$ cat config.mk
export PLATFORM = sky130hd
export DESIGN_NAME = load_store_unit_flat
export DESIGN_NICKNAME = d
export VERILOG_FILES = /design/src/rtl/lsu_pkg.sv /design/src/rtl/lsu_if.sv /design/src/rtl/lsu_addr_check.sv /design/src/rtl/load_store_unit.sv /design/src/flat_wrapper.sv
export SDC_FILE = /design/constraint.sdc
export NUM_CORES = 1
export LEC_CHECK = 0
export ABC_AREA = 0
export CAP_MARGIN = 20
export CORE_MARGIN = 5
export CORE_UTILIZATION = 38
export DETAILED_ROUTE_END_ITERATION = 8
export PLACE_DENSITY = 0.79
export SLEW_MARGIN = 15
export SYNTH_ARGS = -nofsm -noshare
export SYNTH_HDL_FRONTEND = slang
export SYNTH_SLANG_ARGS = --single-unit
$ cat constraint.sdc
create_clock -name clk -period 1.8 [get_ports clk]
set_clock_uncertainty 0.2 [all_clocks]
set_input_delay 0.27 -clock clk [delete_from_list [all_inputs] [get_ports clk]]
set_output_delay 0.27 -clock clk [all_outputs]
set_load 0.01 [all_outputs]
$ cat src/rtl/lsu_pkg.sv
// Shared types and default sizing for the load/store unit.
package lsu_pkg;

  localparam int unsigned LSU_ADDR_W    = 16;
  localparam int unsigned LSU_DATA_W    = 16;
  localparam int unsigned LSU_MEM_DEPTH = 8;
  localparam int unsigned LSU_TXN_W     = 16;

  typedef enum logic [1:0] {
    IDLE  = 2'd0,
    ISSUE = 2'd1,
    RESP  = 2'd2
  } lsu_state_e;

endpackage

$ cat src/rtl/lsu_if.sv
// Request/response channel plus data-memory pins of the load/store unit.
interface lsu_if
  import lsu_pkg::*;
#(
  parameter int unsigned ADDR_W = LSU_ADDR_W,
  parameter int unsigned DATA_W = LSU_DATA_W
) ();

  logic              req_valid;
  logic              req_ready;
  logic              req_write;
  logic [ADDR_W-1:0] req_addr;
  logic [DATA_W-1:0] req_wdata;

  logic              rsp_valid;
  logic              rsp_ready;
  logic [DATA_W-1:0] rsp_rdata;
  logic              rsp_err;

  logic [ADDR_W-1:0] mem_access_addr;
  logic [DATA_W-1:0] mem_write_data;
  logic              mem_write_en;
  logic              mem_read;
  logic [DATA_W-1:0] mem_read_data;

  // The unit itself
  modport slave (
    input  req_valid, req_write, req_addr, req_wdata, rsp_ready, mem_read_data,
    output req_ready, rsp_valid, rsp_rdata, rsp_err,
    output mem_access_addr, mem_write_data, mem_write_en, mem_read
  );

  // Datapath plus memory, seen from outside the unit
  modport master (
    output req_valid, req_write, req_addr, req_wdata, rsp_ready, mem_read_data,
    input  req_ready, rsp_valid, rsp_rdata, rsp_err,
    input  mem_access_addr, mem_write_data, mem_write_en, mem_read
  );

endinterface

$ cat src/rtl/lsu_addr_check.sv
// Flags word addresses beyond the implemented memory depth.
module lsu_addr_check
  import lsu_pkg::*;
#(
  parameter int unsigned ADDR_W    = LSU_ADDR_W,
  parameter int unsigned MEM_DEPTH = LSU_MEM_DEPTH
) (
  input  logic [ADDR_W-1:0] i_addr,
  output logic              o_err
);

  assign o_err = (32'(i_addr) >= MEM_DEPTH);

endmodule

$ cat src/rtl/load_store_unit.sv
// Single-outstanding load/store initiator for the data memory.
// Optional macro LSU_ADDR_CHECK_EN: out-of-range addresses answer with rsp_err, no memory access.
module load_store_unit
  import lsu_pkg::*;
#(
  parameter int unsigned ADDR_W    = LSU_ADDR_W,
  parameter int unsigned DATA_W    = LSU_DATA_W,
  parameter int unsigned MEM_DEPTH = LSU_MEM_DEPTH
) (
  input  logic                 clk,
  input  logic                 reset,
  lsu_if.slave                 bus,
  output logic                 busy,
  output logic [LSU_TXN_W-1:0] txn_count
);

  // state | meaning
  // IDLE  | ready for a request
  // ISSUE | memory pins driven for one cycle, load data captured at its closing edge
  // RESP  | response held until the datapath takes it

  lsu_state_e            r_state;
  lsu_state_e            w_state_nxt;
  logic                  r_write;
  logic [ADDR_W-1:0]     r_mem_addr;
  logic [DATA_W-1:0]     r_mem_wdata;
  logic [DATA_W-1:0]     r_rsp_rdata;
  logic                  r_rsp_err;
  logic [LSU_TXN_W-1:0]  r_txn_count;
  logic                  w_accept;
  logic                  w_rsp_done;
  logic                  w_addr_err;

`ifdef LSU_ADDR_CHECK_EN
  lsu_addr_check #(
    .ADDR_W    (ADDR_W),
    .MEM_DEPTH (MEM_DEPTH)
  ) u_addr_check (
    .i_addr (bus.req_addr),
    .o_err  (w_addr_err)
  );
`else
  assign w_addr_err = 1'b0;
`endif

  assign w_accept   = (r_state == IDLE) && bus.req_valid;
  assign w_rsp_done = (r_state == RESP) && bus.rsp_ready;

  always_ff @(posedge clk or negedge reset) begin
    if (!reset) begin
      r_state <= IDLE;
    end else begin
      r_state <= w_state_nxt;
    end
  end

  always_comb begin
    w_state_nxt      = r_state;
    bus.req_ready    = 1'b0;
    bus.rsp_valid    = 1'b0;
    bus.mem_write_en = 1'b0;
    bus.mem_read     = 1'b0;
    busy             = 1'b1;
    case (r_state)
      IDLE: begin
        bus.req_ready = 1'b1;
        busy          = 1'b0;
        if (bus.req_valid) begin
          w_state_nxt = w_addr_err ? RESP : ISSUE;
        end
      end
      ISSUE: begin
        // Enables decode straight from the state register so reset kills them at once
        bus.mem_write_en = r_write;
        bus.mem_read     = ~r_write;
        w_state_nxt      = RESP;
      end
      RESP: begin
        bus.rsp_valid = 1'b1;
        if (bus.rsp_ready) begin
          w_state_nxt = IDLE;
        end
      end
      default: begin
        w_state_nxt = IDLE;
      end
    endcase
  end

  always_ff @(posedge clk or negedge reset) begin
    if (!reset) begin
      r_write     <= 1'b0;
      r_mem_addr  <= '0;
      r_mem_wdata <= '0;
      r_rsp_rdata <= '0;
      r_rsp_err   <= 1'b0;
    end else if (w_accept) begin
      r_write <= bus.req_write;
      if (w_addr_err) begin
        r_rsp_rdata <= '0;
        r_rsp_err   <= 1'b1;
      end else begin
        r_mem_addr  <= bus.req_addr;
        r_mem_wdata <= bus.req_wdata;
      end
    end else if (r_state == ISSUE) begin
      r_rsp_rdata <= r_write ? '0 : bus.mem_read_data;
      r_rsp_err   <= 1'b0;
    end
  end

  always_ff @(posedge clk or negedge reset) begin
    if (!reset) begin
      r_txn_count <= '0;
    end else if (w_rsp_done) begin
      r_txn_count <= r_txn_count + 1'b1;
    end
  end

  assign bus.mem_access_addr = r_mem_addr;
  assign bus.mem_write_data  = r_mem_wdata;
  assign bus.rsp_rdata       = r_rsp_rdata;
  assign bus.rsp_err         = r_rsp_err;
  assign txn_count           = r_txn_count;

endmodule
$ cat src/flat_wrapper.sv
// flat-port wrapper written by rule: the top's interface ports become plain ports
module load_store_unit_flat import lsu_pkg::*;
#(
  parameter int unsigned ADDR_W    = LSU_ADDR_W,
  parameter int unsigned DATA_W    = LSU_DATA_W,
  parameter int unsigned MEM_DEPTH = LSU_MEM_DEPTH
)
  (clk, reset, busy, txn_count, bus_req_valid, bus_req_write, bus_req_addr, bus_req_wdata, bus_rsp_ready, bus_mem_read_data, bus_req_ready, bus_rsp_valid, bus_rsp_rdata, bus_rsp_err, bus_mem_access_addr, bus_mem_write_data, bus_mem_write_en, bus_mem_read);
  lsu_if #(.ADDR_W(ADDR_W), .DATA_W(DATA_W)) bus_i ();
  input  logic clk;
  input  logic reset;
  output logic busy;
  output logic [LSU_TXN_W-1:0] txn_count;
  input wire logic [$bits(bus_i.req_valid)-1:0] bus_req_valid;
  input wire logic [$bits(bus_i.req_write)-1:0] bus_req_write;
  input wire logic [$bits(bus_i.req_addr)-1:0] bus_req_addr;
  input wire logic [$bits(bus_i.req_wdata)-1:0] bus_req_wdata;
  input wire logic [$bits(bus_i.rsp_ready)-1:0] bus_rsp_ready;
  input wire logic [$bits(bus_i.mem_read_data)-1:0] bus_mem_read_data;
  output wire logic [$bits(bus_i.req_ready)-1:0] bus_req_ready;
  output wire logic [$bits(bus_i.rsp_valid)-1:0] bus_rsp_valid;
  output wire logic [$bits(bus_i.rsp_rdata)-1:0] bus_rsp_rdata;
  output wire logic [$bits(bus_i.rsp_err)-1:0] bus_rsp_err;
  output wire logic [$bits(bus_i.mem_access_addr)-1:0] bus_mem_access_addr;
  output wire logic [$bits(bus_i.mem_write_data)-1:0] bus_mem_write_data;
  output wire logic [$bits(bus_i.mem_write_en)-1:0] bus_mem_write_en;
  output wire logic [$bits(bus_i.mem_read)-1:0] bus_mem_read;
  assign bus_i.req_valid = bus_req_valid;
  assign bus_i.req_write = bus_req_write;
  assign bus_i.req_addr = bus_req_addr;
  assign bus_i.req_wdata = bus_req_wdata;
  assign bus_i.rsp_ready = bus_rsp_ready;
  assign bus_i.mem_read_data = bus_mem_read_data;
  assign bus_req_ready = bus_i.req_ready;
  assign bus_rsp_valid = bus_i.rsp_valid;
  assign bus_rsp_rdata = bus_i.rsp_rdata;
  assign bus_rsp_err = bus_i.rsp_err;
  assign bus_mem_access_addr = bus_i.mem_access_addr;
  assign bus_mem_write_data = bus_i.mem_write_data;
  assign bus_mem_write_en = bus_i.mem_write_en;
  assign bus_mem_read = bus_i.mem_read;
  load_store_unit #(.ADDR_W(ADDR_W), .DATA_W(DATA_W), .MEM_DEPTH(MEM_DEPTH)) u_core (.clk(clk), .reset(reset), .bus(bus_i), .busy(busy), .txn_count(txn_count));
endmodule
==> results of run 1 <==
-- critical path: stages (launching register included) --
cell	delay [ps]
dfrtp_1	400
or2_4	270
inv_2	60
and2_4	210
buf_12	190
mux2_4	310
-- metrics by stage --
step                      power [uW]  utilization, %  setup TNS (ps)
after global routing            7680            61.7            -307
after detailed placement        5900            57.6            -309
final                           7240            61.7               0
after floorplan                 4110               -               0
after global placement          5810            57.6            -131
after CTS                       7330            61.1               0
-- synthesized netlist by cell type, types with 2 or more instances --
cell / instances / area share [%]
xor2_1: 4 / 1.2
nand2_1: 36 / 4.8
xnor2_1: 11 / 3.4
nor2_1: 4 / 0.53
buf_12: 4 / 2.8
o21ai_0: 15 / 2.7
nand3_1: 6 / 1.1
mux2_4: 27 / 14
dfrtp_1: 67 / 59
mux2_2: 6 / 2.4
and3_1: 3 / 0.67
clkbuf_1: 4 / 0.53
o21ai_1: 3 / 0.53
and2_1: 2 / 0.44
inv_1: 3 / 0.40
nand4_1: 3 / 0.67
-- repair_timing --
item / in CTS / in global routing
pin swaps: 0 / 0
gates resized for setup: 16 / 7
cloned: 0 / 0
setup buffers: 4 / 4
endpoints found under the hold margin: 67 / 0
setup endpoints to repair: 10 / 27
hold buffers: 1 / 0
-- cell families (layout without fill, tap and decap cells) --
group,Yosys count,count (layout),share of synthesized area (%)
compound gates,18,18,3.19
flops,67,67,59.4
other cells,1,1,0.133
xor+xnor,15,15,4.66
simple gates,62,62,10.9
fa+ha+maj,1,1,0.443
buf+inv,15,164,4.48
mux,33,33,16.8
-- worst paths after layout --
| path | end | cells after the start |
|---|---|---|
| hold reg to reg | u_core.txn_count[15] | 1 |
| setup reg to reg | u_core.bus.mem_access_addr[15] | 5 |
| setup / recovery | u_core.bus.mem_access_addr[15] | 5 |
| max in group asynchronous | u_core.txn_count[7] | 3 |
| hold / removal | u_core.txn_count[15] | 1 |
| min in group asynchronous | u_core.txn_count[5] | 3 |
-- flip-flops by register name, indices dropped and copies added (netlist names) --
name                        flops
u_core.r_state                  2
u_core.bus.mem_write_data      16
u_core.bus.rsp_rdata           16
u_core.r_write                  1
u_core.bus.mem_access_addr     16
u_core.txn_count               16
-- final cells by class --
| type | instances | share of cell area, % |
|---|---|---|
| Timing Repair Buffer | 143 | 31.4 |
| Tap cell | 99 | 2.77 |
| Clock inverter | 4 | 1.62 |
| Inverter | 5 | 0.419 |
| Multi-Input combinational cell | 130 | 22.8 |
| Clock buffer | 12 | 3.47 |
| Sequential cell | 67 | 37.5 |
-- power by group --
| group | switching (uW) | internal, uW | leakage (uW) |
|---|---|---|---|
| clock | 550 | 855 | 0.000113 |
| sequential | 377 | 2140 | 0.000825 |
| combinational | 1250 | 2060 | 0.00115 |
-- layer usage --
layer,GRT usage [%],vias to the layer above,routed length (um)
li1,-,991,-
met1,18.3,946,2860
met2,23.6,77,3220
met3,4.69,8,553
met4,5.33,0,79
met5,0,-,0
==> summary.md, run 1 <==
| Metric | Value |
|---|---|
| Pin count of the biggest net entering global routing | 68 |
| Most frequent cells in the layout | clkdlybuf4s50_1, dfrtp_1, nand2_1, mux2_4, buf_4 |
| Routed len/inst | about 15 um |
| CTS tree | yes |
| Ys flop type | dfrtp_1 |
| TritonCTS Buffers | 9 |
| VDD IR-drop max | 826 uV |
| Seq cells post-synth | 67 |
| RSZ-0062 raised after global routing | yes |
| Setup WS pre-CTS | -81.3 ps |
| Syn_nets | 266 |
| Synthesis warning total | 0 |
| Dpl cell area | roughly 4200 um^2 |
| Final period utilization | between 90% and 100% |
| Worst setup EP type | flop |
| Die ar. | 9250 um^2 |
| Gpl congestion | 0.770 |
| FF-to-FF Start | u_core.r_state[0] |
| Worst skew pair latency | between 300 and 400 ps |
| Fraction of layout cells with a size suffix above 1 | 22.7% |
| Cell Pwr Density | 1620 nW/um^2 |
| Reg clk slew, reported paths | 70 ps |
| Number of global-route vias before repair | 2144 |
| Min Hold Slack | approximately 270 ps |
| Hpwl dp | between 4000 and 5000 um |
| Via count | 2022 |
| Critical path class | reg -> reg |
| Routed Antenna Nets | 0 |
| Cell count after synthesis | 212 |
| CP Max Fanout | 16 |
| Grt ovf | 0 |
| Initial antenna violation count | 0 |
| Vias per cell | 4.40 |
| Required time of the worst setup path | 1810 ps |
| Multi-input logic area | 1020 um^2 |
| Endpoints failing setup | 0 |
| Worst Hold Class | reg -> reg |
| Layout area overhead | 58.6% |
| Worst hold path startpoint | u_core.txn_count[15] |
| Core area | approximately 7300 um^2 |
| Avg Cell Area, Syn | about 13 um^2 |
| Arr. time, crit path | between 1500 and 2000 ps |
| Detailed Route WL | 6710 um |
| TritonRoute pass-1 iters | 4 |
| Row cnt | 31 |
| Fin area | 4480 um^2 |
| R2R Setup Slk | 40 ps |
| Final net count | 410 |
| CTS Sinks | 67 |
| Post-synth EDFFs | 0 |
| Worst setup path startpoint | u_core.r_state[0] |
| GRT Total Usage | 14.6% |
| Highest clock rate | between 0.5 and 0.6 GHz |
| Clk buf depth | 2 |
| H-tree levels | 3 |
| Placed cells | around 440 |
| # port buffers | 121 |
| Seq/Total Area, Yosys | roughly 59% |
| Initial Utilization | 38.9% |
| Sequential cell area | 1680 um^2 |
| Netlist cell types | 30 |
| Slew Limit Fails | 0 |
| Global-route wire length before repair | 10400 um |
| Post-Layout Cell Count | 460 |
| Post-route minimum period | between 1500 and 2000 ps |
| Leading cell type in the layout, fill and taps excluded | clkdlybuf4s50_1 |
| Max-cap viol count | 0 |
| Outcome | completed |
| Die Width | between 90 and 100 um |
| Post-Synthesis Cell Area | 2820 um^2 |
| Fin. Hold Viols | 0 |
| # fillers | 604 |
| Iteration-0 DRC count of the detailed router | 39 |
| Post-synth ARST share | 100% |
| Ant. Diodes | 0 |
| Pleak | 0.00209 uW |
| Die height | 96.2 um |
| # DRC | 0 |
| # IOs | 123 |
| CTS root buffer | clkbuf_8 |
| Final setup margin | 41.1 ps |
| CP startpoint kind | flop |
Power figures use the tool's default switching activity.
==> inputs of run 2 (changes only) <==
==> constraint.sdc (replaced) <==
create_clock -name clk -period 1.8 [get_ports clk]
set_clock_uncertainty 0.2 [all_clocks]
set_input_delay 0.36 -clock clk [delete_from_list [all_inputs] [get_ports clk]]
set_output_delay 0.36 -clock clk [all_outputs]
set_load 0.01 [all_outputs]
==> summary.md, run 2 (synthesized netlist as in run 1, its figures left out) <==
| Metric | Value |
|---|---|
| Ant. Diodes | 0 (unchanged) |
| Outcome | complete, but fails checks |
| Worst Hold Class | reg -> reg |
| Fraction of layout cells with a size suffix above 1 | 23.7% (+0.99 points) |
| R2R Setup Slk | -30 ps (-70 ps) |
| TritonRoute pass-1 iters | 4 (unchanged) |
| # port buffers | 121 (unchanged) |
| Endpoints failing setup | 14 (+14) |
| RSZ-0062 raised after global routing | yes |
| Routed len/inst | 14.9 um (+2.2%) |
| Fin. Hold Viols | 0 (unchanged) |
| FF-to-FF Start | u_core.r_state[1] |
| Iteration-0 DRC count of the detailed router | 46 (+18%) |
| Worst skew pair latency | 330 ps (about the same) |
| Arr. time, crit path | 1840 ps (+70 ps) |
| Hold Path Depth | 1 (unchanged) |
| Number of global-route vias before repair | 2172 (+1.3%) |
| # DRC | 0 (unchanged) |
| Worst hold path startpoint | u_core.txn_count[15] |
| Critical R2R Capture | u_core.bus.mem_write_data[3] |
| Grt ovf | 0 (unchanged) |
| Global-route wire length before repair | 10600 um (+1.8%) |
| Final net count | 417 (+1.7%) |
| CTS root buffer | clkbuf_8 |
| TritonCTS Buffers | 9 (unchanged) |
| Die Width | 96.2 um (unchanged) |
| Final period utilization | 102% (+4.0 points) |
| Worst path top cell family by delay | simple AND/OR/NAND/NOR gates |
| Worst Path Buf+Inv | 3 (+1) |
| Core area | 7250 um^2 (unchanged) |
| Pin count of the biggest net entering global routing | 68 (unchanged) |
| H-tree levels | 3 (unchanged) |
| Hpwl dp | 4940 um (-0.68%) |
| Row cnt | 31 (unchanged) |
| Via count | 2107 (+4.2%) |
| Initial Utilization | 38.9% (unchanged) |
| Slew Limit Fails | 0 (unchanged) |
| Failing checks | negative setup slack |
| GRT Total Usage | 15.2% (+0.56 points) |
| # IOs | 123 (unchanged) |
| Post-route minimum period | 1830 ps (+71.5 ps) |
| VDD IR-drop max | 785 uV (-4.9%) |
| Critical path class | reg -> reg |
| Leading cell type in the layout, fill and taps excluded | dfrtp_1 |
| Max-cap viol count | 0 (unchanged) |
| Final setup margin | -30.4 ps (-71.5 ps) |
| Die ar. | 9250 um^2 (unchanged) |
| Most frequent cells in the layout | dfrtp_1, clkdlybuf4s50_1, dlygate4sd2_1, nand2_1, mux2_4 |
| Die height | 96.2 um (unchanged) |
| Min Hold Slack | 273 ps (-0.938 ps) |
| CTS tree | yes |
| Worst setup EP type | flop |
| Crit path largest cell delay | 390 ps (about the same) |
| Vias per cell | 4.52 (+2.9%) |
| Crit-path slowest cell | dfrtp_1 |
| Pleak | 0.00243 uW (+16%) |
| Required time of the worst setup path | 1810 ps (about the same) |
| Clk buf depth | 2 (unchanged) |
| Cell Pwr Density | 1490 nW/um^2 (-7.9%) |
| Gpl congestion | 0.786 (+2.1%) |
| Worst r2r path cells | 6 (+1) |
| Initial antenna violation count | 0 (unchanged) |
| Min-Delay Endpoint | u_core.txn_count[15] |
| CTS Sinks | 67 (unchanged) |
| Reg clk slew, reported paths | 60 ps (about the same) |
| Worst path cell trace | buf_6 -> or2_4 -> inv_4 -> and2_4 -> clkbuf_16 -> mux2_4 |
| Layout area overhead | 59.2% |
| CP Max Fanout | 8 (-8) |
| Routed Antenna Nets | 0 (unchanged) |
| Fin Setup TNS | -253 ps (-253 ps) |
| CP startpoint kind | flop |
| Highest clock rate | 0.546 GHz (-3.9%) |
| # fillers | 612 (+1.3%) |
| Detailed Route WL | 6950 um (+3.5%) |
==> run 2: cell count changes in the layout (fill, tap and decap cells not counted), moves of 2 or more <==
cell and delta:
dlymetal6s2s_1 +19, dfrtp_1 +2, clkdlybuf4s50_1 -57, clkinv_2 +2, bufinv_16 -2, dfrtp_2 -2
buf_4 +2, buf_6 +6, dlygate4sd2_1 +36
==> run 2: how the worst max path moves through the flow <==
stage / startpoint / to / slack [ps] / cells past startpoint
floorplan: u_core.r_state[0] / u_core.bus.mem_access_addr[0] / 70 / 6
global placement: bus_rsp_ready / u_core.txn_count[10] / -130 / 5
detailed placement: bus_rsp_ready / u_core.txn_count[10] / -180 / 5
CTS: u_core.r_state[1] / u_core.bus.mem_write_data[13] / -100 / 6
global route: u_core.r_state[1] / u_core.bus.mem_write_data[14] / -100 / 6
finish: u_core.r_state[1] / u_core.bus.mem_write_data[3] / -30 / 6
==> run 2: power by group <==
group | leakage (uW) | total (uW) | internal (uW) | switching, uW
registers | 0.000828 | 2490 | 2140 | 352
logic | 0.00152 | 3140 | 1840 | 1300
clock network | 0.0000860 | 1050 | 524 | 531
total | 0.00243 | 6690 | 4510 | 2180
==> run 2: timing repair <==
action / in CTS / in global routing
hold buffers: 1 / 0
endpoints found under the setup margin: 78 / 61
pin swaps: 1 / 2
resized for setup: 63 / 31
setup buffers: 6 / 1
endpoints found under the hold margin: 67 / 0
gates cloned: 0 / 2
==> run 2: cell type report <==
type	instances	area [um^2]	area share, %
clock buffers	12	145	3.23
clock inverters	3	15.0	0.334
inverters	5	21.3	0.474
multi-input cells	131	1030	23.0
flip-flops and latches	67	1680	37.3
well taps	99	124	2.76
repair buffers	149	1470	32.8
==> run 2: per-layer routing <==
metal / track usage [%] / routed length, um / vias to the layer above
li1: - / - / 1010
met1: 18.2 / 2880 / 1009
met2: 24.7 / 3390 / 79
met3: 5.79 / 599 / 9
met4: 5.69 / 82 / 0
met5: 0 / 0 / -
==> run 2: through the flow <==
stage | cells | area, um^2 | power, uW | setup WS (ps) | utilization (%)
floorplan | 212 | 2820 | 4110 | 71.3 | -
finish | 466 | 4490 | 6690 | -30.4 | 61.9
CTS | 463 | 4370 | 6730 | -98.6 | 60.2
global route | 466 | 4490 | 7150 | -98.4 | 61.9
detailed placement | 441 | 4210 | 5920 | -180 | 58.1
global placement | 441 | 4210 | 5840 | -134 | 58.1
